$ cat src/rtl/simple_comparator_pkg.sv
// Shared types and helpers for the registered magnitude comparator:
// the three-way result encoding and its mapping onto lt/eq/gt flags.
package simple_comparator_pkg;

  localparam int CMP_DEFAULT_WIDTH = 3;

  typedef enum logic [1:0] {
    CMP_LT = 2'd0,
    CMP_EQ = 2'd1,
    CMP_GT = 2'd2
  } cmp_result_e;

  // Returns {lt, eq, gt}; the unused encoding maps to all-clear.
  function automatic logic [2:0] cmp_to_flags(cmp_result_e result);
    logic [2:0] flags;
    case (result)
      CMP_LT:  flags = 3'b100;
      CMP_EQ:  flags = 3'b010;
      CMP_GT:  flags = 3'b001;
      default: flags = 3'b000;
    endcase
    return flags;
  endfunction

endpackage

$ cat src/rtl/simple_comparator_slice.sv
// One bit of the MSB-first compare cascade: passes an upstream decision through,
// otherwise decides on the first differing bit.
import simple_comparator_pkg::*;

module simple_comparator_slice (
  input  logic        a_i,
  input  logic        b_i,
  input  logic        decided_in,
  input  cmp_result_e result_in,
  output logic        decided_out,
  output cmp_result_e result_out
);

  // NOTE: every output gets a default before the branches so no latch is inferred.
  always_comb begin
    decided_out = decided_in;
    result_out  = result_in;
    if (!decided_in) begin
      if (a_i != b_i) begin
        decided_out = 1'b1;
        result_out  = a_i ? CMP_GT : CMP_LT;
      end else begin
        result_out  = CMP_EQ;
      end
    end
  end

endmodule

$ cat src/rtl/simple_comparator.sv
// Registered WIDTH-bit magnitude comparator producing one-hot lt/eq/gt one cycle
// after in_valid. Define SIMPLE_COMPARATOR_SIGNED_EN to add the is_signed port.
import simple_comparator_pkg::*;

module simple_comparator #(
  parameter int WIDTH = CMP_DEFAULT_WIDTH
) (
  input  logic             clk,
  input  logic             rst_n,
  input  logic [WIDTH-1:0] a,
  input  logic [WIDTH-1:0] b,
  input  logic             in_valid,
`ifdef SIMPLE_COMPARATOR_SIGNED_EN
  input  logic             is_signed,
`endif
  output logic             lt,
  output logic             eq,
  output logic             gt,
  output logic             out_valid
);

  logic [WIDTH-1:0] a_cmp;
  logic [WIDTH-1:0] b_cmp;
  cmp_result_e      final_result;

  // Flipping both sign bits maps two's complement order onto unsigned order.
  always_comb begin
    a_cmp = a;
    b_cmp = b;
`ifdef SIMPLE_COMPARATOR_SIGNED_EN
    if (is_signed) begin
      a_cmp[WIDTH-1] = ~a[WIDTH-1];
      b_cmp[WIDTH-1] = ~b[WIDTH-1];
    end
`endif
  end

  for (genvar i = WIDTH - 1; i >= 0; i--) begin : g_slice
    logic        up_decided;
    cmp_result_e up_result;
    logic        dn_decided;
    cmp_result_e dn_result;

    if (i == WIDTH - 1) begin : g_head
      assign up_decided = 1'b0;
      assign up_result  = CMP_EQ;
    end else begin : g_link
      assign up_decided = g_slice[i+1].dn_decided;
      assign up_result  = g_slice[i+1].dn_result;
    end

    simple_comparator_slice u_slice (
      .a_i         (a_cmp[i]),
      .b_i         (b_cmp[i]),
      .decided_in  (up_decided),
      .result_in   (up_result),
      .decided_out (dn_decided),
      .result_out  (dn_result)
    );
  end

  // No differing bit anywhere in the chain means the operands are equal.
  assign final_result = g_slice[0].dn_decided ? g_slice[0].dn_result : CMP_EQ;

  // NOTE: state registers use non-blocking assignments and clear on the async reset.
  always_ff @(posedge clk or negedge rst_n) begin
    if (!rst_n) begin
      lt        <= 1'b0;
      eq        <= 1'b0;
      gt        <= 1'b0;
      out_valid <= 1'b0;
    end else begin
      out_valid <= in_valid;
      if (in_valid) begin
        {lt, eq, gt} <= cmp_to_flags(final_result);
      end
    end
  end

endmodule

$ cat config.mk
export PLATFORM = sky130hd
export DESIGN_NAME = simple_comparator
export DESIGN_NICKNAME = d
export VERILOG_FILES = /design/src/rtl/simple_comparator_pkg.sv /design/src/rtl/simple_comparator_slice.sv /design/src/rtl/simple_comparator.sv
export SDC_FILE = /design/constraint.sdc
export NUM_CORES = 1
export LEC_CHECK = 0
export CORE_AREA = 2 2 39 41
export DETAILED_ROUTE_END_ITERATION = 8
export DIE_AREA = 0 0 41 43
export DONT_BUFFER_PORTS = 1
export MAX_ROUTING_LAYER = met4
export PLACE_DENSITY_LB_ADDON = 0.15
export SLEW_MARGIN = 10
export SYNTH_ARGS = -nofsm -noshare
export SYNTH_HDL_FRONTEND = slang
export SYNTH_HIERARCHICAL = 1
export SYNTH_SLANG_ARGS = --single-unit
$ cat constraint.sdc
create_clock -name clk -period 1.1 [get_ports clk]
set_clock_uncertainty 0.1 [all_clocks]
set_input_delay 0.22 -clock clk [delete_from_list [all_inputs] [get_ports clk]]
set_output_delay 0.22 -clock clk [all_outputs]
set_load 0.05 [all_outputs]
==> metrics.md <==
| Metric | Value |
|---|---|
| Starting density of the core | 0.2134 |
| ANT nets after route | 0 |
| Row count | 14 |
| Buffers & Inverters on Critical Path | 1 |
| Final period utilization | 1.350 |
| CTS tree | built |
| Reg clk slew, reported paths | 0.04 ns |
| RSZ-0062 raised after global routing | true |
| Die W | ~41 um |
| Setup violations, final | 4 |
| IO Pins | 13 |
| Dominant cells by area after synthesis | dfrtp_1 (34%), mux2_2 (27%), ha_1 (13%) |
| Mapped Area | 295.3 sq um |
| First-pass GRT wire length | about 960 um |
| CP max stage cell | mux2_4 |
| Worst-path cell chain | inv_12, ha_4, mux2_4, mux2_4, mux2_4, nor3b_2, mux2_4 |
| Vias in the first global route | between 200 and 300 |
| Total power | between 0.6 and 0.7 mW |
| Worst VDD drop | ~0.34 mV |
| Slew Viols, Final | 0 |
| Initial antenna violation count | 0 |
| CTS root buffer | clkbuf_4 |
| Cell accounting for the most synthesized area | dfrtp_1 |
| Layout cells sized above 1 | 0.4545 |
| Routed WL per cell | ~9.6 um |
| Die height | 43 um |
| Status | complete, but fails checks |
| Critical path fanouts, max | 3 |
| Post-synthesis average cell area | approximately 10 sq um |
| DRT iter0 DRCs | 1 |
| Clock Sink Count | 4 |
| Hold crit path type | input port to flip-flop |
| Final Util | 0.3544 |
| DP Worst Slack | -0.6321 ns |
| Max-Cap Viols | 0 |
| Die Area | approximately 1800 sq um |
| Port Buffers | 0 |
| Area after DPL | 421.7 sq um |
| Most frequent CP cell | mux2_4 |
| Max Clk Rate | ~670 MHz |
| Placer congestion estimate | 0.6154 |
| Pin count of the biggest net entering global routing | 5 |
| Antenna cells | 0 |
| Crit path kind | input port to flip-flop |
| Nets | 58 |
| Unique masters post-synth | 11 |
| YS warnings | 6 |
| Final min period | 1.486 ns |
| WP data arrival | 1.56 ns |
| Lkg Pwr | ~0.24 nW |
| Failing checks | negative setup slack |
| Area Overhead vs Synth | 66.10% |
| CP Capture Type | flip-flop |
| Fin cells | 60 |
| Final hold violation count | 0 |
| Synth Instances | 29 |
| DR vias | approximately 250 |
| PwrDens | 1320 nW/um^2 |
| Number of synthesized register bits | 4 |
| DP HPWL | 479.6 um |
| Htree depth | 1 |
| Clock Latency Late Sink | ~0.23 ns |
| WL final | 574 um |
| DRT Pass-1 Iters | 2 |
| DRC viols | 0 |
| Family with the most delay on the worst path | multiplexers |
| Core ar. | 1384 sq um |
| Top-area cell type share of the netlist area | 0.3390 |
| CTS Buf Count | 3 |
| Seq/Total Area, Yosys | 0.3390 |
| Worst Setup Slack, final | -0.3855 ns |
| Placed cells | 53 |
| Fillcell total | around 150 |
| WHS | about 0.049 ns |
| Startpoint class of the critical path | input port |
| Global route overflow | 0 |
| Total GRT Usage | 0.08522 |
| Worst path max stage delay | between 0.2 and 0.3 ns |
| Final TNS setup | -1.074 ns |
| Clock buffer depth | 2 |
| Drt via density | roughly 4 |
| Worst path required time | approximately 1.2 ns |
| Final Cell Area | a little under 500 sq um |
## synth_stat cells (all sizes together)
cell type,instances
mux2,7
nand2b,4
nand4b,1
conb,2
a31oi,1
inv,4
nor3b,1
nor2,1
o21ai,1
ha,3
dfrtp,4
## report_power, final
group	switching, mW	total [mW]	internal (mW)
logic	0.134	0.285	0.150
registers	0.0171	0.186	0.169
clock network	0.0548	0.177	0.122
## flip-flops by register name, indices dropped and copies added, names as in the netlist
signal / count
gt: 1
out_valid: 1
lt: 1
eq: 1
## what timing repair did
action	CTS	global route
hold endpoints to repair	7	0
hold buffers	2	0
setup endpoints to repair	6	7
gates resized for setup	2	1
setup buffers	2	0
## metal layers
metal / global-route usage / share of wire / vias up
met4: 0.08000 / 0 / 0
met3: 0.01571 / 0.082 / 0
met5: - / 0 / -
met1: 0.07668 / 0.37 / 113
met2: 0.1375 / 0.55 / 9
li1: - / - / 123
## cell type report
class                           count  area [sq um]  area share
Inverter                            4         27.53     0.05612
Tap cell                           16         20.02     0.04082
Clock buffer                        3         22.52     0.04592
Timing Repair Buffer                9         96.34      0.1964
Multi-Input combinational cell     24         224.0      0.4566
Sequential cell                     4         100.1      0.2041
## cells by family after synthesis
logic type               Yosys count  synth area share
AND/OR/NAND/NOR                    7            0.1525
buffers and inverters              4           0.05083
other                              2           0.02543
multiplexers                       7            0.2670
AO/OA/AOI/OAI                      2           0.03813
flip-flops                         4            0.3390
adder cells (fa/ha/maj)            3            0.1271
## cell usage in the layout, fill, tap and decap left out
master | synthesis | final
inv_1 | 4 | 3
nor3b_2 | 0 | 1
ha_4 | 0 | 1
dlygate4sd3_1 | 0 | 2
dfrtp_1 | 4 | 4
inv_12 | 0 | 1
conb_1 | 2 | 5
nand2b_1 | 4 | 4
o21ai_1 | 0 | 1
nand4b_1 | 1 | 1
mux2_2 | 7 | 3
buf_6 | 0 | 3
mux2_4 | 0 | 4
ha_1 | 3 | 2
buf_4 | 0 | 3
a31oi_1 | 1 | 1
clkbuf_4 | 0 | 3
buf_12 | 0 | 1
nor2_1 | 1 | 1
## final timing paths
| path | depth (start not counted) | slack (ns) | startpoint | to |
|---|---|---|---|---|
| max in group asynchronous | 1 | 0.56 | rst_n | out_valid |
| max reg2reg | 2 | 0.09 | lt | lt |
| min | 1 | 0.05 | in_valid | lt |
| max | 7 | -0.39 | b[2] | lt |
| min reg2reg | 2 | 0.46 | eq | eq |
| min in group asynchronous | 1 | 0.17 | rst_n | gt |
Note: power is estimated with default switching activity, not from simulation.
